## src/rtl/spi_flash_sequencer_pkg.sv

```systemverilog
// Shared types for the SPI flash sequencer: FSM states, byte phases, byte width.
// Imported by the sequencer interface and the sequencer top.
package spi_seq_pkg;

  localparam int BYTE_W = 8;

  typedef enum logic [2:0] {
    IDLE,
    CS_SETUP,
    ISSUE,
    WAIT_RESP,
    CS_HOLD,
    CS_HIGH
  } state_e;

  typedef enum logic [1:0] {
    OPC,
    ADDR,
    DATA
  } phase_e;

endpackage

```

## src/rtl/spi_flash_sequencer_if.sv

```systemverilog
// Sequencer bundle: command, write stream, read stream, chip select, engine side.
// slave = sequencer side, master = host/engine side.
interface spi_flash_sequencer_if #(
  parameter int ADDR_BYTES = 3,
  parameter int MAX_LEN    = 256
);
  import spi_seq_pkg::*;

  localparam int LEN_W = $clog2(MAX_LEN + 1);
  localparam int AW    = BYTE_W * ADDR_BYTES;

  logic              cmd_valid;
  logic              cmd_ready;
  logic [BYTE_W-1:0] cmd_opcode;
  logic              cmd_addr_en;
  logic [AW-1:0]     cmd_addr;
  logic              cmd_write;
  logic [LEN_W-1:0]  cmd_len;

  logic [BYTE_W-1:0] wr_data;
  logic              wr_valid;
  logic              wr_ready;

  logic [BYTE_W-1:0] rd_data;
  logic              rd_valid;
  logic              rd_last;

  logic              busy;
  logic              dev_cs_n;

  logic              eng_axiiv;
  logic [BYTE_W-1:0] eng_axiid;
  logic              eng_axiov;
  logic [BYTE_W-1:0] eng_axiod;
  logic              eng_axiready;

  modport slave (
    input  cmd_valid, cmd_opcode, cmd_addr_en,
    input  cmd_addr, cmd_write, cmd_len,
    input  wr_data, wr_valid,
    input  eng_axiov, eng_axiod, eng_axiready,
    output cmd_ready, wr_ready,
    output rd_data, rd_valid, rd_last,
    output busy, dev_cs_n,
    output eng_axiiv, eng_axiid
  );

  modport master (
    output cmd_valid, cmd_opcode, cmd_addr_en,
    output cmd_addr, cmd_write, cmd_len,
    output wr_data, wr_valid,
    output eng_axiov, eng_axiod, eng_axiready,
    input  cmd_ready, wr_ready,
    input  rd_data, rd_valid, rd_last,
    input  busy, dev_cs_n,
    input  eng_axiiv, eng_axiid
  );

endinterface

```

## src/rtl/spi_flash_sequencer.sv

```systemverilog
// Multi-byte SPI command sequencer driving a single-byte engine, owning CS.
// Ports: clk, rst (async high), bus (sequencer slave modport).
module spi_flash_sequencer
  import spi_seq_pkg::*;
#(
  parameter int          ADDR_BYTES      = 3,
  parameter int          MAX_LEN         = 256,
  parameter int          CS_GUARD_CYCLES = 50,
  parameter logic [7:0]  DUMMY_BYTE      = 8'h00
) (
  input logic                  clk,
  input logic                  rst,
  spi_flash_sequencer_if.slave bus
);

  localparam int LEN_W = $clog2(MAX_LEN + 1);
  localparam int IDX_W = $clog2(ADDR_BYTES + MAX_LEN + 2);
  localparam int GRD_W = $clog2(CS_GUARD_CYCLES + 1);
  localparam int AW    = BYTE_W * ADDR_BYTES;

  localparam logic [LEN_W-1:0] LEN_MAX  = LEN_W'(MAX_LEN);
  localparam logic [GRD_W-1:0] GRD_LAST = GRD_W'(CS_GUARD_CYCLES - 1);

  state_e            state_q, state_d;
  logic [GRD_W-1:0]  grd_q, grd_d;
  logic [IDX_W-1:0]  idx_q, idx_d;
  logic [IDX_W-1:0]  tot_q, tot_d;
  logic [BYTE_W-1:0] opc_q, opc_d;
  logic [AW-1:0]     addr_q, addr_d;
  logic              aen_q, aen_d;
  logic              wr_q, wr_d;

  logic              rdy_q, rdy_d;
  logic              busy_q, busy_d;
  logic              cs_n_q, cs_n_d;
  logic              iv_q, iv_d;
  logic [BYTE_W-1:0] id_q, id_d;
  logic              wrr_q, wrr_d;
  logic              rdv_q, rdv_d;
  logic              rdl_q, rdl_d;
  logic [BYTE_W-1:0] rdd_q, rdd_d;

  phase_e            phase;
  logic [AW-1:0]     addr_sh;
  logic [BYTE_W-1:0] tx_byte;
  logic [LEN_W-1:0]  len_sat;
  logic [IDX_W-1:0]  idx_nxt;
  logic              grd_done;
  logic              last_b;

  assign grd_done = (grd_q == GRD_LAST);
  assign idx_nxt  = idx_q + 1'b1;
  assign last_b   = (idx_nxt == tot_q);
  assign len_sat  = (bus.cmd_len > LEN_MAX) ? LEN_MAX : bus.cmd_len;

  // Phase follows the byte index: 0 is opcode, then address, then data.
  always_comb begin
    phase = DATA;
    if (idx_q == '0)
      phase = OPC;
    else if (aen_q && idx_q <= IDX_W'(ADDR_BYTES))
      phase = ADDR;
  end

  // Address bytes go out most-significant first.
  always_comb begin
    addr_sh = '0;
    if (phase == ADDR)
      addr_sh = addr_q >> (BYTE_W * (ADDR_BYTES - int'(idx_q)));
    case (phase)
      OPC:     tx_byte = opc_q;
      ADDR:    tx_byte = addr_sh[BYTE_W-1:0];
      default: tx_byte = wr_q ? bus.wr_data : DUMMY_BYTE;
    endcase
  end

  always_comb begin
    state_d = state_q;
    grd_d   = grd_q;
    idx_d   = idx_q;
    tot_d   = tot_q;
    opc_d   = opc_q;
    addr_d  = addr_q;
    aen_d   = aen_q;
    wr_d    = wr_q;
    rdy_d   = rdy_q;
    busy_d  = busy_q;
    cs_n_d  = cs_n_q;
    id_d    = id_q;
    rdd_d   = rdd_q;
    iv_d    = 1'b0;
    wrr_d   = 1'b0;
    rdv_d   = 1'b0;
    rdl_d   = 1'b0;
    case (state_q)
      IDLE: begin
        if (bus.cmd_valid && rdy_q) begin
          opc_d   = bus.cmd_opcode;
          addr_d  = bus.cmd_addr;
          aen_d   = bus.cmd_addr_en;
          wr_d    = bus.cmd_write;
          tot_d   = IDX_W'(1)
                  + (bus.cmd_addr_en ? IDX_W'(ADDR_BYTES) : '0)
                  + IDX_W'(len_sat);
          idx_d   = '0;
          grd_d   = '0;
          rdy_d   = 1'b0;
          busy_d  = 1'b1;
          cs_n_d  = 1'b0;
          state_d = CS_SETUP;
        end
      end
      CS_SETUP: begin
        if (grd_done) begin
          grd_d   = '0;
          state_d = ISSUE;
        end else begin
          grd_d = grd_q + 1'b1;
        end
      end
      ISSUE: begin
        // Write data stalls here (CS held) until the stream has a byte.
        if (bus.eng_axiready &&
            (phase != DATA || !wr_q || bus.wr_valid)) begin
          iv_d    = 1'b1;
          id_d    = tx_byte;
          wrr_d   = (phase == DATA) && wr_q;
          state_d = WAIT_RESP;
        end
      end
      WAIT_RESP: begin
        if (bus.eng_axiov) begin
          if (phase == DATA && !wr_q) begin
            rdv_d = 1'b1;
            rdd_d = bus.eng_axiod;
            rdl_d = last_b;
          end
          idx_d = idx_nxt;
          if (last_b) begin
            grd_d   = '0;
            state_d = CS_HOLD;
          end else begin
            state_d = ISSUE;
          end
        end
      end
      CS_HOLD: begin
        if (grd_done) begin
          grd_d   = '0;
          cs_n_d  = 1'b1;
          state_d = CS_HIGH;
        end else begin
          grd_d = grd_q + 1'b1;
        end
      end
      CS_HIGH: begin
        if (grd_done) begin
          grd_d   = '0;
          busy_d  = 1'b0;
          rdy_d   = 1'b1;
          state_d = IDLE;
        end else begin
          grd_d = grd_q + 1'b1;
        end
      end
      default: begin
        grd_d   = '0;
        state_d = CS_HIGH;
      end
    endcase
  end

  always_ff @(posedge clk or posedge rst) begin
    if (rst) begin
      state_q <= CS_HIGH;
      grd_q   <= '0;
      idx_q   <= '0;
      tot_q   <= '0;
      opc_q   <= '0;
      addr_q  <= '0;
      aen_q   <= 1'b0;
      wr_q    <= 1'b0;
      rdy_q   <= 1'b0;
      busy_q  <= 1'b0;
      cs_n_q  <= 1'b1;
      iv_q    <= 1'b0;
      id_q    <= '0;
      wrr_q   <= 1'b0;
      rdv_q   <= 1'b0;
      rdl_q   <= 1'b0;
      rdd_q   <= '0;
    end else begin
      state_q <= state_d;
      grd_q   <= grd_d;
      idx_q   <= idx_d;
      tot_q   <= tot_d;
      opc_q   <= opc_d;
      addr_q  <= addr_d;
      aen_q   <= aen_d;
      wr_q    <= wr_d;
      rdy_q   <= rdy_d;
      busy_q  <= busy_d;
      cs_n_q  <= cs_n_d;
      iv_q    <= iv_d;
      id_q    <= id_d;
      wrr_q   <= wrr_d;
      rdv_q   <= rdv_d;
      rdl_q   <= rdl_d;
      rdd_q   <= rdd_d;
    end
  end

  assign bus.cmd_ready = rdy_q;
  assign bus.busy      = busy_q;
  assign bus.dev_cs_n  = cs_n_q;
  assign bus.eng_axiiv = iv_q;
  assign bus.eng_axiid = id_q;
  assign bus.wr_ready  = wrr_q;
  assign bus.rd_valid  = rdv_q;
  assign bus.rd_last   = rdl_q;
  assign bus.rd_data   = rdd_q;

endmodule

```

## src/flat_wrapper.sv

```systemverilog
// flat-port wrapper written by rule: the top's interface ports become plain ports
module spi_flash_sequencer_flat import spi_seq_pkg::*;
#(
  parameter int          ADDR_BYTES      = 3,
  parameter int          MAX_LEN         = 256,
  parameter int          CS_GUARD_CYCLES = 50,
  parameter logic [7:0]  DUMMY_BYTE      = 8'h00
)
  (clk, rst, bus_cmd_valid, bus_cmd_opcode, bus_cmd_addr_en, bus_cmd_addr, bus_cmd_write, bus_cmd_len, bus_wr_data, bus_wr_valid, bus_eng_axiov, bus_eng_axiod, bus_eng_axiready, bus_cmd_ready, bus_wr_ready, bus_rd_data, bus_rd_valid, bus_rd_last, bus_busy, bus_dev_cs_n, bus_eng_axiiv, bus_eng_axiid);
  spi_flash_sequencer_if #(.ADDR_BYTES(ADDR_BYTES), .MAX_LEN(MAX_LEN)) bus_i ();
  input logic clk;
  input logic rst;
  input wire logic [$bits(bus_i.cmd_valid)-1:0] bus_cmd_valid;
  input wire logic [$bits(bus_i.cmd_opcode)-1:0] bus_cmd_opcode;
  input wire logic [$bits(bus_i.cmd_addr_en)-1:0] bus_cmd_addr_en;
  input wire logic [$bits(bus_i.cmd_addr)-1:0] bus_cmd_addr;
  input wire logic [$bits(bus_i.cmd_write)-1:0] bus_cmd_write;
  input wire logic [$bits(bus_i.cmd_len)-1:0] bus_cmd_len;
  input wire logic [$bits(bus_i.wr_data)-1:0] bus_wr_data;
  input wire logic [$bits(bus_i.wr_valid)-1:0] bus_wr_valid;
  input wire logic [$bits(bus_i.eng_axiov)-1:0] bus_eng_axiov;
  input wire logic [$bits(bus_i.eng_axiod)-1:0] bus_eng_axiod;
  input wire logic [$bits(bus_i.eng_axiready)-1:0] bus_eng_axiready;
  output wire logic [$bits(bus_i.cmd_ready)-1:0] bus_cmd_ready;
  output wire logic [$bits(bus_i.wr_ready)-1:0] bus_wr_ready;
  output wire logic [$bits(bus_i.rd_data)-1:0] bus_rd_data;
  output wire logic [$bits(bus_i.rd_valid)-1:0] bus_rd_valid;
  output wire logic [$bits(bus_i.rd_last)-1:0] bus_rd_last;
  output wire logic [$bits(bus_i.busy)-1:0] bus_busy;
  output wire logic [$bits(bus_i.dev_cs_n)-1:0] bus_dev_cs_n;
  output wire logic [$bits(bus_i.eng_axiiv)-1:0] bus_eng_axiiv;
  output wire logic [$bits(bus_i.eng_axiid)-1:0] bus_eng_axiid;
  assign bus_i.cmd_valid = bus_cmd_valid;
  assign bus_i.cmd_opcode = bus_cmd_opcode;
  assign bus_i.cmd_addr_en = bus_cmd_addr_en;
  assign bus_i.cmd_addr = bus_cmd_addr;
  assign bus_i.cmd_write = bus_cmd_write;
  assign bus_i.cmd_len = bus_cmd_len;
  assign bus_i.wr_data = bus_wr_data;
  assign bus_i.wr_valid = bus_wr_valid;
  assign bus_i.eng_axiov = bus_eng_axiov;
  assign bus_i.eng_axiod = bus_eng_axiod;
  assign bus_i.eng_axiready = bus_eng_axiready;
  assign bus_cmd_ready = bus_i.cmd_ready;
  assign bus_wr_ready = bus_i.wr_ready;
  assign bus_rd_data = bus_i.rd_data;
  assign bus_rd_valid = bus_i.rd_valid;
  assign bus_rd_last = bus_i.rd_last;
  assign bus_busy = bus_i.busy;
  assign bus_dev_cs_n = bus_i.dev_cs_n;
  assign bus_eng_axiiv = bus_i.eng_axiiv;
  assign bus_eng_axiid = bus_i.eng_axiid;
  spi_flash_sequencer #(.ADDR_BYTES(ADDR_BYTES), .MAX_LEN(MAX_LEN), .CS_GUARD_CYCLES(CS_GUARD_CYCLES), .DUMMY_BYTE(DUMMY_BYTE)) u_core (.clk(clk), .rst(rst), .bus(bus_i));
endmodule
```

## config.mk

```make
export PLATFORM = sky130hd
export DESIGN_NAME = spi_flash_sequencer_flat
export DESIGN_NICKNAME = d
export VERILOG_FILES = /design/src/rtl/spi_flash_sequencer_pkg.sv /design/src/rtl/spi_flash_sequencer_if.sv /design/src/rtl/spi_flash_sequencer.sv /design/src/flat_wrapper.sv
export SDC_FILE = /design/constraint.sdc
export NUM_CORES = 1
export LEC_CHECK = 0
export CORE_UTILIZATION = 35
export DETAILED_ROUTE_END_ITERATION = 8
export PLACE_DENSITY_LB_ADDON = 0.2
export SYNTH_ARGS = -nofsm -noshare
export SYNTH_HDL_FRONTEND = slang
export SYNTH_SLANG_ARGS = --single-unit
```

## constraint.sdc

```tcl
create_clock -name clk -period 3.15 [get_ports clk]
set_input_delay 0.4725 -clock clk [delete_from_list [all_inputs] [get_ports clk]]
set_output_delay 0.4725 -clock clk [all_outputs]
set_load 0.02 [all_outputs]
```

# --- Word level (Yosys, flattened, before mapping) ---
# Cells that the tools add are included.
classes:
  n_addsub: 5
  n_lt_le_gt_ge: 2
  n_eq_ne: 17
  n_shift: 1
  muxes: 39
  bitwise_logic: 1
  n_reduce_logical: 23
ops:
  columns: ["cell", "count"]
  rows:
  - ["$shr A24 B32 Y8", 1]
  - ["$mux W9", 3]
  - ["$mux W6", 4]
  - ["$pmux W6 S4", 1]
  - ["$mux W3", 7]
  - ["$pmux W3 S6", 1]
  - ["$pmux W9 S2", 1]
  - ["$pmux W8 S2", 1]
  - ["$mux W1", 14]
  - ["$ne A2 B1 Y1 const B", 6]
  - ["$reduce_and A3 Y1", 4]
  - ["$sub A2 B9 Y10 const A", 1]
  - ["$add A1 B9 Y9 const A", 1]
  - ["$add A9 B1 Y9 const B", 1]
  - ["$add A9 B9 Y9", 1]
  - ["$eq A9 B9 Y1", 1]
  - ["$gt A9 B9 Y1 const B", 1]
  - ["$le A9 B2 Y1 const B", 1]
  - ["$logic_not A9 Y1", 1]
  - ["$mux W8", 1]
  - ["$add A6 B1 Y6 const B", 1]
  - ["$eq A3 B2 Y1 const B", 2]
  - ["$eq A3 B3 Y1 const B", 2]
  - ["$eq A6 B6 Y1 const B", 1]
  - ["17 further kinds", 30]
totals:
  register_bits: 84
  inputBits: 65
  output_inout_bits: 23
  elab_cells: 105

# --- Depth between registers and ports, before layout ---
# Gate-level depths: netlist (run 1).
logic_depth:
  word_depth: 10
  depth_mapped: 11
  depth_no_buf: 8

# --- Worst setup path after synthesis (run 1) ---
# Ideal clock, no wire load.
synth_path:
  path_kind: "flip-flop to flip-flop"
  start: "register u_core.idx_q[1]"
  end: "register u_core.grd_q[2]"
  setup_time_ns: 0.124
  arrival_time_ns: 2.452
  required_ns: 3.026
  path_slack_ns: 0.575
  path_stages_with_launch: 10
  path_buffers: 1
  synth_period_minus_slack_ns: 2.575
  path_cell_list: "dfrtp_1 clkbuf_1 inv_1 ha_1 xnor2_1 nand2_1 a2111oi_2 o221ai_2 a22o_4 a211o_1"
synth_between:
  elab_chain_len: 4
synth_rtl:
  columns: ["item", "line", "source"]
  rows:
  - ["start: declaration", "spi_flash_sequencer.sv:26", "logic [IDX_W-1:0] idx_q, idx_d;"]
  - ["start signal: assignment", "spi_flash_sequencer.sv:195", "idx_q <= idx_d;"]
  - ["$add A9 B1 Y9", "spi_flash_sequencer.sv:52", "assign idx_nxt = idx_q + 1'b1;"]
  - ["$eq A9 B9 Y1", "spi_flash_sequencer.sv:53", "assign last_b = (idx_nxt == tot_q);"]
  - ["$ne A2 B1 Y1 (no source line)", null, null]
  - ["$reduce_and A4 Y1 (no source line)", null, null]
  - ["end signal: assignment", "spi_flash_sequencer.sv:194", "grd_q <= grd_d;"]
  - ["end: declaration", "spi_flash_sequencer.sv:25", "logic [GRD_W-1:0] grd_q, grd_d;"]
# Every way passes these cells.
# A chain may end at the register's enable or synchronous reset.

# --- Final worst setup path (run 1) ---
layout_path:
  start: "register u_core.idx_q[0]"
  end: "register u_core.grd_q[5]"
# The elaborated chain is that of the path after synthesis.

==> load_flow_metrics.sql, run 1 <==
INSERT INTO impl_metrics (metric_group, metric, value, unit) VALUES
('route', 'detail_route.iter0.violations', '129', ''),
('synth', 'ys_ff_latch', '84', ''),
('worst_setup_path', 'critical_path_maximum_fanout', '9', ''),
('worst_setup_path', 'crit-reg2reg-launch', 'u_core.idx_q[0]$_DFFE_PP0P_', ''),
('clock_network', 'post_cts_resize_count', '0', ''),
('clock_network', 'path_clk_slew', '70', 'ps'),
('clock_network', 'cts-htree-levels', '3', ''),
('clock_network', 'cts_buffer_depth', '2', ''),
('grt', 'grt.total_usage', '0.172', ''),
('outcome', 'run_status', 'finished, final reports clean', ''),
('floorplan', 'floorplan.die.height', '113', 'um'),
('route', 'drt-wirelength-per-cell', '14.6', 'um'),
('sta', 'setup_viol', '0', ''),
('worst_hold_path', 'min_path_type', 'reg2reg', ''),
('grt', 'antenna_found_initial', '0', ''),
('sta', 'finalWorstPathRequiredPeriod', '2730', 'ps'),
('worst_setup_path', 'critical_path_cell_sequence', 'clkinv_1, ha_1, xnor2_1, nand2_1, a2111oi_2, o221ai_2, a22o_4, a211o_1', ''),
('pwr', 'pd_cells', '407', 'nW/um^2'),
('pwr', 'share_comb_of_total_power', '0.058', ''),
('pwr', 'power.internal', '0.00178', 'W'),
('floorplan', 'die_area', '12800', 'um^2'),
('route', 'route.detailed.drc', '0', ''),
('route', 'routed_via_density', '5.04', ''),
('grt', 'grt_overflow', '0', ''),
('clock_network', 'cts_sinks', '84', ''),
('synth', 'yosysMostFrequentCell', 'nand2_1', ''),
('job', 'max-cap-violations', '0', ''),
('synth', 'post_synth_instance_area', '4320', 'um^2'),
('clock_network', 'hold_buf_count_cts', '0', ''),
('route', 'detailedRoute.firstPassIterationCount', '4', ''),
('sta', 'timing.max_slew.rel_slack', '0.522', ''),
('synth', 'syn_avg_cell_area', '9.17', 'um^2'),
('worst_setup_path', 'cp.required', '3380', 'ps'),
('pwr', 'vdd.ir_drop.worst', '0.237', 'mV'),
('grt', 'grt_first_pass_wirelength', '17100', 'um'),
('grt', 'global_route.usage.met1', '0.245', ''),
('synth', 'synth.top_cell.area_share', '0.469', ''),
('synth', 'async_reset_ff_frac', '1.00', ''),
('synth', 'post-synth-top-area-cell', 'dfrtp_1', ''),
('route', 'vias', '3549', ''),
('clock_network', 'cts_post_setup_buffers_inserted', '0', ''),
('worst_setup_path', 'critical_path_startpoint_category', 'flop', ''),
('worst_hold_path', 'worst_min_path_start', 'u_core.addr_q[11]$_DFFE_PP0P_', ''),
('final_layout', 'final_net_count', '626', ''),
('worst_setup_path', 'worst_setup_path_startpoint', 'u_core.idx_q[0]$_DFFE_PP0P_', ''),
('clock_network', 'cts_tree', 'built', ''),
('final_layout', 'fill_cell_total_of_the_finished_layout', '1196', ''),
('synth', 'synth_nets', '545', ''),
('final_layout', 'antenna_cells_inserted', '0', ''),
('synth', 'synth_commonest_cells', 'nand2_1, dfrtp_1, nor2_1', ''),
('worst_setup_path', 'cpPeakStageDelay', '470', 'ps'),
('clock_network', 'worstSkewPairLatency', '350', 'ps'),
('grt', 'gr_busiest_metal', 'met2', ''),
('final_layout', 'post_route_cells_drive_above_1_share', '0.0916', ''),
('grt', 'largest_net_degree_at_the_start_of_global_routing', '51', ''),
('floorplan', 'io-pin-count', '88', ''),
('pwr', 'switching_fraction', '0.220', ''),
('pwr', 'netSwitchingPower', '0.000503', 'W'),
('synth', 'netlist_top_cells_area', 'dfrtp_1, nand2_1, nor2_1, mux2_2, ha_1', ''),
('route', 'totalWireLength', '10300', 'um'),
('synth', 'yosysWarnings', '0', ''),
('worst_setup_path', 'crit_type', 'reg2reg', ''),
('sta', 'finalMaxSlewViolations', '0', ''),
('sta', 'final.period_utilization', '0.867', ''),
('floorplan', 'area_of_the_placeable_core', '12000', 'um^2'),
('final_layout', 'area_growth', '30.0', '%'),
('pwr', 'seq_power_share', '0.472', ''),
('floorplan', 'fp-row-count', '40', ''),
('grt', 'number_of_global_route_vias_before_repair', '3401', ''),
('synth', 'synth.distinct_cells', '62', ''),
('sta', 'setup_tns', '0', 'ps');
## sequential cells by signal, indices dropped and copies added (netlist names)
register              flops
u_core.tot_q              9
u_core.bus.rd_valid       1
u_core.opc_q              8
u_core.bus.busy           1
u_core.bus.rd_last        1
u_core.state_q            3
u_core.bus.wr_ready       1
u_core.idx_q              9
u_core.bus.eng_axiiv      1
u_core.bus.rd_data        8
u_core.aen_q              1
u_core.bus.cmd_ready      1
u_core.bus.dev_cs_n       1
u_core.addr_q            24
u_core.grd_q              6
u_core.bus.eng_axiid      8
u_core.wr_q               1
## critical path, delay by kind of cell (launching register included)
kind,cells,cell delay (ps)
AO/OA/AOI/OAI,4,1220
XOR/XNOR,1,160
adder cells (fa/ha/maj),1,390
buffers and inverters,1,270
flip-flops,1,470
AND/OR/NAND/NOR,1,90
## worst paths after layout
check / to / slack, ps / cells past startpoint
setup / recovery: u_core.grd_q[5]$_DFFE_PP0P_ / 420 / 8
hold / removal: u_core.addr_q[11]$_DFFE_PP0P_ / 480 / 2
setup reg to reg: u_core.grd_q[5]$_DFFE_PP0P_ / 420 / 8
hold reg to reg: u_core.addr_q[11]$_DFFE_PP0P_ / 480 / 2
max in group asynchronous: u_core.bus.eng_axiid[4]$_DFFE_PP0P_ / 1960 / 3
min in group asynchronous: u_core.bus.wr_ready$_DFF_PP0_ / 510 / 2
## final cells by class
cell class | instances | area (um^2) | area share
timing repair buffer | 93 | 928 | 0.165
multi-input combinational | 352 | 2050 | 0.365
inverter | 12 | 46.3 | 0.00824
sequential | 84 | 2110 | 0.375
clock inverter | 6 | 71.3 | 0.0127
tap | 147 | 184 | 0.0327
clock buffer | 10 | 229 | 0.0408
## cell families (layout without fill, tap and decap cells)
| kind of cell | count (synthesis) | in the layout | share of synthesized area |
|---|---|---|---|
| flip-flops | 84 | 84 | 0.488 |
| AO/OA/AOI/OAI | 80 | 80 | 0.127 |
| XOR/XNOR | 14 | 14 | 0.0284 |
| buffers and inverters | 35 | 121 | 0.0388 |
| multiplexers | 20 | 20 | 0.0492 |
| AND/OR/NAND/NOR | 229 | 229 | 0.241 |
| adder cells (fa/ha/maj) | 9 | 9 | 0.0278 |
## power by group through the flow
| stage | Sequential, W | Clock, W | Combinational, W |
|---|---|---|---|
| floorplan | 0.00110 | 0 | 0.0000337 |
| global placement | 0.00110 | 0 | 0.000135 |
| detailed placement | 0.00110 | 0 | 0.000136 |
| CTS | 0.00108 | 0.00110 | 0.000137 |
| global route | 0.00108 | 0.00115 | 0.000146 |
| finish | 0.00108 | 0.00107 | 0.000134 |
## layer usage
layer	share of wire	vias up
met2	0.47	46
met5	0	-
met3	0.029	11
met4	0.014	0
li1	-	1786
met1	0.49	1706
## per-stage QoR
stage / setup WS, ps / std cells / power (W) / area (um^2) / util
floorplan: 517 / 471 / 0.00113 / 4320 / -
global placement: 552 / 688 / 0.00123 / 5320 / 0.443
detailed placement: 415 / 688 / 0.00124 / 5320 / 0.443
CTS: 407 / 704 / 0.00232 / 5620 / 0.468
global route: 260 / 704 / 0.00238 / 5620 / 0.468
finish: 420 / 704 / 0.00229 / 5620 / 0.468
## cells in the final DEF, fill, tap and decap left out, types with 3 or more instances in the layout
cell             synthesis  routed
a211o_1                  3       3
a21oi_1                 16      16
a221oi_1                 8       8
a31oi_1                  3       3
and3_1                   3       3
buf_4                    0       5
clkbuf_16                0       9
clkdlybuf4s50_1          0      87
dfrtp_1                 81      81
dfstp_2                  3       3
ha_1                     8       8
inv_1                   11      10
mux2_2                  10      10
mux2i_1                 10      10
nand2_1                136     136
nand2b_1                 5       5
nand3_1                 11      11
nand3b_1                 3       3
nor2_1                  35      35
nor2b_1                  5       5
nor3_1                   5       5
nor4_1                   8       7
o211ai_1                 3       3
o21ai_0                 16      16
o21ai_1                  7       7
o31ai_1                  7       7
xnor2_1                 10      10
xor2_1                   4       4
Note: power is estimated with default switching activity, not from simulation.
==> inputs of run 2 (changes only) <==
--- a/config.mk
+++ b/config.mk
@@ -6,4 +6,5 @@
 export NUM_CORES = 1
 export LEC_CHECK = 0
+export ABC_AREA = 1
 export CORE_UTILIZATION = 35
 export DETAILED_ROUTE_END_ITERATION = 8
==> constraint.sdc (replaced) <==
create_clock -name clk -period 3.15 [get_ports clk]
set_input_delay 0.4725 -clock clk [delete_from_list [all_inputs] [get_ports clk]]
set_output_delay 0.4725 -clock clk [all_outputs]
set_load 0.005 [all_outputs]
==> run 2 against run 1 <==
Against the previous run:
- synthesized cell count is 17% higher
- sequential power is 74% higher
- global-route usage is 0.39 points lower
- hold slack worse by 5.4 ps
- register-to-register slack better by 220 ps
- first-iteration DRC count is 11% higher
- core utilization is 0.70 points higher
- fmax is 8.9% higher
- combinational power grew to 17 times the previous value
==> load_flow_metrics.sql, run 2 <==
INSERT INTO impl_metrics (metric_group, metric, value, unit) VALUES
('final_layout', 'post_route_cells_drive_above_1_share', '0.0905', ''),
('worst_setup_path', 'timing.critical_path.buf_inv', '1', ''),
('grt', 'grt_overflow', '0', ''),
('final_layout', 'layout_common_cells', 'nand2_1, clkdlybuf4s50_1, dfrtp_1', ''),
('clock_network', 'worstSkewPairLatency', '340', 'ps'),
('worst_setup_path', 'critPathTopFamily', 'simple AND/OR/NAND/NOR gates', ''),
('sta', 'finalClockSkew', '7.97', 'ps'),
('sta', 'timing.max_slew.rel_slack', '0.559', ''),
('grt', 'largest_net_degree_at_the_start_of_global_routing', '60', ''),
('synth', 'synthCells', '550', ''),
('sta', 'finalMaxSlewViolations', '0', ''),
('job', 'max-cap-violations', '0', ''),
('clock_network', 'cts_sinks', '84', ''),
('synth', 'ys_seq_area_frac', '0.476', ''),
('place', 'io_buffer_count', '87', ''),
('worst_setup_path', 'crit_type', 'reg2reg', ''),
('route', 'totalWireLength', '10300', 'um'),
('grt', 'antenna_found_initial', '0', ''),
('worst_setup_path', 'critical_path_arrival', '2730', 'ps'),
('sta', 'timing.hold.ws', '470', 'ps'),
('route', 'detailedRoute.firstPassIterationCount', '6', ''),
('synth', 'synth_commonest_cells', 'nand2_1, dfrtp_1, inv_1', ''),
('floorplan', 'die_area', '13100', 'um^2'),
('clock_network', 'cts-root-buf', 'clkbuf_16', ''),
('sta', 'finalWorstPathRequiredPeriod', '2510', 'ps'),
('place', 'pre_cts_ws', '440', 'ps'),
('synth', 'post_synth_instance_area', '4430', 'um^2'),
('worst_setup_path', 'critical_path_startpoint_category', 'flop', ''),
('final_layout', 'final_net_count', '710', ''),
('pwr', 'pd_cells', '920', 'nW/um^2'),
('worst_setup_path', 'capturing_element_type_of_the_critical_path', 'flop', ''),
('outcome', 'run_status', 'finished, final reports clean', ''),
('place', 'postPlaceCellArea', '5460', 'um^2'),
('sta', 'final.period_utilization', '0.796', ''),
('pwr', 'static-leakage-power', '2.66', 'nW'),
('final_layout', 'mostFrequentLayoutCell', 'nand2_1', ''),
('clock_network', 'tritoncts.num_buffers', '9', ''),
('floorplan', 'fp-row-count', '40', ''),
('route', 'vias', '3806', ''),
('synth', 'synth.distinct_cells', '40', ''),
('synth', 'synth_nets', '624', ''),
('sta', 'worst_max_slew_pin_slew', '662', 'ps'),
('synth', 'ys_flop_type', 'dfrtp_1', ''),
('worst_setup_path', 'critical_path_maximum_fanout', '17', ''),
('floorplan', 'die-width', '114', 'um'),
('pwr', 'vdd.ir_drop.worst', '0.407', 'mV'),
('final_layout', 'design_area', '5770', 'um^2'),
('route', 'post_route_antenna_net_violation_count', '0', ''),
('clock_network', 'cts_post_setup_buffers_inserted', '0', ''),
('final_layout', 'antenna_cells_inserted', '0', ''),
('worst_setup_path', 'cp_max_delay_cell', 'dfrtp_1', ''),
('synth', 'yosysMostFrequentCell', 'nand2_1', ''),
('place', 'detailedPlacementHpwl', '7520', 'um'),
('synth', 'post-synth-top-area-cell', 'dfrtp_1', ''),
('floorplan', 'area_of_the_placeable_core', '12200', 'um^2'),
('final_layout', 'reg_top3', 'u_core.addr_q: 24 flops, u_core.idx_q: 9 flops, u_core.tot_q: 9 flops', ''),
('synth', 'netlist_top_cells_area', 'dfrtp_1, nand2_1, nand3_1, inv_1, o21ai_0', ''),
('clock_network', 'cts_buffer_depth', '2', ''),
('sta', 'report.final.hold_viol_count', '0', ''),
('final_layout', 'largest_register', 'u_core.addr_q', ''),
('pwr', 'finalPower', '0.00531', 'W'),
('grt', 'grt_first_pass_wirelength', '17300', 'um'),
('route', 'route.detailed.drc', '0', ''),
('floorplan', 'initial_standard_cell_utilization_of_the_core', '0.364', ''),
('floorplan', 'io-pin-count', '88', ''),
('clock_network', 'post_cts_resize_count', '0', ''),
('worst_hold_path', 'min_path_type', 'in2async', ''),
('synth', 'synth.top_cell.area_share', '0.458', ''),
('sta', 'unrepaired_setup_endpoints_after_global_routing', 'no', ''),
('grt', 'number_of_global_route_vias_before_repair', '3737', ''),
('clock_network', 'cts_tree', 'built', ''),
('route', 'drt-wirelength-per-cell', '12.8', 'um'),
('synth', 'number_of_enable_type_register_cells_in_the_synthesized_netlist', '0', ''),
('sta', 'setup_slack', '643', 'ps'),
('worst_setup_path', 'reg2reg_slack', '640', 'ps'),
('clock_network', 'hold_buf_count_cts', '0', ''),
('sta', 'setup_viol', '0', ''),
('worst_setup_path', 'critical_path_cell_sequence', 'inv_4, ha_1, xnor2_1, nand2_1, nor3_1, nand3_2, nand2_2, nand3_4, nand2_1, nand2_1', ''),
('final_layout', 'area_growth', '30.4', '%'),
('synth', 'syn_avg_cell_area', '8.05', 'um^2'),
('synth', 'ys_ff_latch', '84', ''),
('synth', 'async_reset_ff_frac', '1.00', ''),
('route', 'detail_route.iter0.violations', '143', ''),
('floorplan', 'floorplan.die.height', '114', 'um'),
('clock_network', 'cts-htree-levels', '3', ''),
('clock_network', 'path_clk_slew', '70', 'ps'),
('final_layout', 'largest_register_ff_count', '24', ''),
('place', 'gpl.final_weighted_congestion', '0.801', ''),
('sta', 'fmax', '0.399', 'GHz'),
('synth', 'yosysWarnings', '0', ''),
('route', 'routed_via_density', '4.70', ''),
('grt', 'grt.total_usage', '0.168', ''),
('worst_setup_path', 'cp.required', '3380', 'ps'),
('sta', 'setup_tns', '0', 'ps'),
('worst_setup_path', 'cpPeakStageDelay', '760', 'ps'),
('worst_setup_path', 'critical-path-top-cell-by-count', 'nand2_1', '');
[run 2: changes by cell type in the layout (fill, tap and decap cells not counted), moves of 9 or more]
cell     change
mux2_2      -10
mux2i_1     -10
o22ai_1     +14
nand2_1     +63
inv_2       +11
inv_1       +31
nand3_1     +24
o21ai_0     +10
a21oi_1      -9
[run 2: kinds of logic (layout without fill, tap and decap cells)]
| logic type | after synthesis | in the layout | share of synthesized area |
|---|---|---|---|
| fa+ha+maj | 9 | 9 | 0.0271 |
| simple gates | 305 | 305 | 0.317 |
| flops | 84 | 84 | 0.476 |
| buf+inv | 69 | 160 | 0.0653 |
| compound gates | 75 | 75 | 0.0992 |
| xor+xnor | 8 | 8 | 0.0158 |
[run 2: where the power goes]
group / switching [W] / total [W] / leakage (nW) / internal (W)
logic: 0.00137 / 0.00234 / 1.47 / 0.000979
clock network: 0.000459 / 0.00109 / 0.145 / 0.000627
registers: 0.000331 / 0.00188 / 1.05 / 0.00155
[run 2: worst reg2reg max path, delay by kind of cell, from the launching register on]
kind	cells	cell delay (ps)
fa+ha+maj	1	400
simple gates	7	880
flops	1	760
buf+inv	1	190
xor+xnor	1	170
[run 2: final cells by class]
class | count | area, um^2
clock buffers | 9 | 225
clock inverters | 7 | 82.6
fillers | 1232 | 6390
inverters | 54 | 206
multi-input cells | 397 | 2040
flip-flops and latches | 84 | 2110
well taps | 168 | 210
repair buffers | 90 | 906
[run 2: through the flow]
step / util / std cells
after floorplan: - / 550
after global routing: 0.475 / 809
after global placement: 0.449 / 793
after CTS: 0.475 / 809
after detailed placement: 0.449 / 793
final: 0.475 / 809
[run 2: path summary, 6_finish.rpt]
path	from	endpoint	cells past startpoint
worst max-delay path	u_core.idx_q[0]$_DFFE_PP0P_	u_core.grd_q[4]$_DFFE_PP0P_	10
worst min-delay path	rst	u_core.bus.eng_axiid[5]$_DFFE_PP0P_	2
worst max register to register	u_core.idx_q[0]$_DFFE_PP0P_	u_core.grd_q[4]$_DFFE_PP0P_	10
worst min register to register	u_core.addr_q[15]$_DFFE_PP0P_	u_core.addr_q[15]$_DFFE_PP0P_	2
max in group asynchronous	rst	u_core.state_q[2]$_DFFE_PP1P_	3
min in group clk	u_core.addr_q[15]$_DFFE_PP0P_	u_core.addr_q[15]$_DFFE_PP0P_	2
[run 2: per-layer routing]
layer  up-vias  routed length, um  part of all wire  GRT usage
li1       1945                  -                 -          -
met1      1768               4720              0.46      0.212
met2        80               5040              0.49      0.289
met3        13                434             0.042     0.0381
met4         0                157             0.015     0.0485
met5         -                  0                 0          0
==> inputs of run 3 (changes only) <==
Clock period 3.15 ns to 2.6 ns, I/O delays scaled along.
==> run 3 against run 2 <==
Against the previous run:
- core utilization is 0.35 points higher
- non-clock buffer count is 9 higher
- clock skew barely moved
- flip-flop and latch count unchanged
- critical path type unchanged
- via count is 1.5% higher
- total power is 21% higher
- final area up 0.74%
==> load_flow_metrics.sql, run 3 (synthesis results as in run 2) <==
INSERT INTO impl_metrics (metric_group, metric, value, unit) VALUES
('outcome', 'run_status', 'finished, final reports clean', ''),
('worst_setup_path', 'critical_path_startpoint_category', 'flop', ''),
('route', 'drt-wirelength-per-cell', '12.9', 'um'),
('clock_network', 'cts_sinks', '84', ''),
('worst_hold_path', 'min_path_type', 'in2async', ''),
('pwr', 'pd_cells', '1110', 'nW/um^2'),
('sta', 'finalClockSkew', '7.88', 'ps'),
('route', 'route.detailed.drc', '0', ''),
('sta', 'setup_viol', '0', ''),
('worst_setup_path', 'cp_max_delay_cell', 'dfrtp_1', ''),
('worst_setup_path', 'worst-path-stages', '12', ''),
('floorplan', 'floorplan.die.height', '114', 'um'),
('sta', 'setup_tns', '0', 'ps'),
('floorplan', 'io-pin-count', '88', ''),
('grt', 'antenna_found_initial', '0', ''),
('clock_network', 'path_clk_slew', '60', 'ps'),
('final_layout', 'post_route_cells_drive_above_1_share', '0.100', ''),
('worst_setup_path', 'cpPeakStageDelay', '640', 'ps'),
('floorplan', 'fp-row-count', '40', ''),
('route', 'routed_via_density', '4.73', ''),
('worst_setup_path', 'cp.required', '2830', 'ps'),
('clock_network', 'post_cts_resize_count', '0', ''),
('floorplan', 'die_area', '13100', 'um^2'),
('clock_network', 'cts-htree-levels', '3', ''),
('final_layout', 'largest_register', 'u_core.addr_q', ''),
('pwr', 'seq_power_share', '0.351', ''),
('worst_setup_path', 'reg2reg_slack', '320', 'ps'),
('worst_setup_path', 'critical_path_arrival', '2510', 'ps'),
('floorplan', 'area_of_the_placeable_core', '12200', 'um^2'),
('route', 'post_route_antenna_net_violation_count', '0', ''),
('worst_setup_path', 'crit_type', 'reg2reg', ''),
('worst_setup_path', 'capturing_element_type_of_the_critical_path', 'flop', ''),
('final_layout', 'layout_common_cells', 'nand2_1, clkdlybuf4s50_1, dfrtp_1', ''),
('floorplan', 'initial_standard_cell_utilization_of_the_core', '0.364', ''),
('pwr', 'power_frac_clock', '0.193', ''),
('clock_network', 'tritoncts.num_buffers', '9', ''),
('route', 'detail_route.iter0.violations', '167', ''),
('pwr', 'static-leakage-power', '2.70', 'nW'),
('grt', 'grt_first_pass_wirelength', '17700', 'um'),
('worst_setup_path', 'worstReg2RegEnd', 'u_core.grd_q[2]$_DFFE_PP0P_', ''),
('grt', 'grt_overflow', '0', ''),
('sta', 'fmax', '0.439', 'GHz'),
('clock_network', 'cts_tree', 'built', ''),
('grt', 'grt.total_usage', '0.174', ''),
('pwr', 'power.internal', '0.00386', 'W'),
('pwr', 'finalPower', '0.00644', 'W'),
('final_layout', 'reg_top3', 'u_core.addr_q: 24 flops, u_core.idx_q: 9 flops, u_core.tot_q: 9 flops', ''),
('sta', 'finalWorstPathRequiredPeriod', '2280', 'ps'),
('clock_network', 'hold_buf_count_cts', '0', ''),
('sta', 'finalMaxSlewViolations', '0', ''),
('clock_network', 'cts_post_setup_buffers_inserted', '0', ''),
('pwr', 'netSwitchingPower', '0.00259', 'W'),
('worst_setup_path', 'critical_path_cell_sequence', 'ha_1, nand2_1, nor2_1, nand2_1, o21ai_1, nand3_1, nand2_1, nand3_2, nand2_2, nand3_4, nand2_1, nand2_1', ''),
('final_layout', 'post-route-util', '0.478', ''),
('pwr', 'switching_fraction', '0.401', ''),
('sta', 'final.period_utilization', '0.876', ''),
('worst_setup_path', 'timing.critical_path.buf_inv', '0', ''),
('clock_network', 'cts-root-buf', 'clkbuf_16', ''),
('final_layout', 'final_net_count', '719', ''),
('route', 'detailedRoute.firstPassIterationCount', '4', ''),
('grt', 'largest_net_degree_at_the_start_of_global_routing', '85', ''),
('place', 'postPlaceCellArea', '5530', 'um^2'),
('worst_setup_path', 'worst_setup_path_startpoint', 'u_core.idx_q[0]$_DFFE_PP0P_', ''),
('final_layout', 'design_area', '5810', 'um^2'),
('sta', 'timing.max_slew.rel_slack', '0.655', ''),
('worst_setup_path', 'reg2reg_depth', '12', ''),
('grt', 'number_of_global_route_vias_before_repair', '3764', ''),
('final_layout', 'area_growth', '31.4', '%'),
('route', 'totalWireLength', '10600', 'um'),
('final_layout', 'mostFrequentLayoutCell', 'nand2_1', ''),
('worst_setup_path', 'setup.worst_path.end', 'u_core.grd_q[2]$_DFFE_PP0P_', ''),
('sta', 'unrepaired_setup_endpoints_after_global_routing', 'no', ''),
('final_layout', 'antenna_cells_inserted', '0', ''),
('place', 'detailedPlacementHpwl', '7630', 'um'),
('worst_setup_path', 'critical_path_maximum_fanout', '11', ''),
('sta', 'report.final.hold_viol_count', '0', ''),
('route', 'vias', '3863', ''),
('worst_setup_path', 'critical-path-top-cell-by-count', 'nand2_1', ''),
('final_layout', 'largest_register_ff_count', '24', ''),
('place', 'gpl.final_weighted_congestion', '0.785', ''),
('place', 'io_buffer_count', '87', ''),
('clock_network', 'cts_buffer_depth', '2', ''),
('worst_setup_path', 'crit-reg2reg-launch', 'u_core.idx_q[0]$_DFFE_PP0P_', ''),
('sta', 'worst_max_slew_pin_slew', '518', 'ps'),
('worst_setup_path', 'critPathTopFamily', 'simple AND/OR/NAND/NOR gates', ''),
('job', 'max-cap-violations', '0', ''),
('floorplan', 'die-width', '114', 'um'),
('pwr', 'vdd.ir_drop.worst', '0.467', 'mV'),
('clock_network', 'worstSkewPairLatency', '340', 'ps'),
('pwr', 'share_comb_of_total_power', '0.456', '');
-- run 3: cell types whose count changed in the layout (fill, tap and decap cells not counted) --
cell / delta
buf_4: +9
clkinv_2: +3
clkinvlp_4: -2
inv_6: -2
clkbuf_1: +1
inv_8: -1
-- run 3: power by group through the flow --
stage,Clock (W),Sequential (W),Combinational (W)
after floorplan,0,0.00218,0.00210
after global placement,0,0.00227,0.00291
after detailed placement,0,0.00228,0.00296
after CTS,0.00128,0.00227,0.00298
after global routing,0.00132,0.00234,0.00331
final,0.00124,0.00226,0.00294
-- run 3: worst min-delay path by stage --
stage,startpoint,cells after the start,end
final,rst,3,u_core.grd_q[3]$_DFFE_PP0P_
after global routing,u_core.addr_q[12]$_DFFE_PP0P_,2,u_core.addr_q[12]$_DFFE_PP0P_
after CTS,u_core.addr_q[11]$_DFFE_PP0P_,2,u_core.addr_q[11]$_DFFE_PP0P_
after detailed placement,u_core.addr_q[11]$_DFFE_PP0P_,2,u_core.addr_q[11]$_DFFE_PP0P_
after global placement,u_core.addr_q[10]$_DFFE_PP0P_,2,u_core.addr_q[10]$_DFFE_PP0P_
after floorplan,u_core.addr_q[10]$_DFFE_PP0P_,2,u_core.addr_q[10]$_DFFE_PP0P_
-- run 3: metrics by stage --
stage / cells / hold WS (ps) / setup slack [ps]
2_1_floorplan: 550 / 437 / 49.8
3_3_place_gp: 802 / 453 / 125
3_5_place_dp: 802 / 455 / 58.9
4_1_cts: 817 / 470 / 283
5_1_grt: 817 / 478 / 25.9
6_report: 817 / 443 / 322
-- run 3: cell type report --
cell class	count	area [um^2]
tap	168	210
timing repair buffer	99	973
inverter	54	206
clock buffer	10	229
sequential	84	2110
clock inverter	5	53.8
fill	1203	6350
multi-input combinational	397	2040
-- run 3: metal layers --
layer  track usage  up-vias  part of all wire
met3        0.0259       12             0.036
met2         0.300       91              0.49
li1              -     1962                 -
met5             0        -                 0
met4        0.0667        0             0.015
met1         0.220     1798              0.45
-- run 3: worst reg2reg max path: stages, from the launching register on --
cell and delay [ps]:
dfrtp_1 640, ha_1 300, nand2_1 110, nor2_1 160
nand2_1 120, o21ai_1 170, nand3_1 100, nand2_1 120
nand3_2 120, nand2_2 110, nand3_4 100, nand2_1 80
nand2_1 50
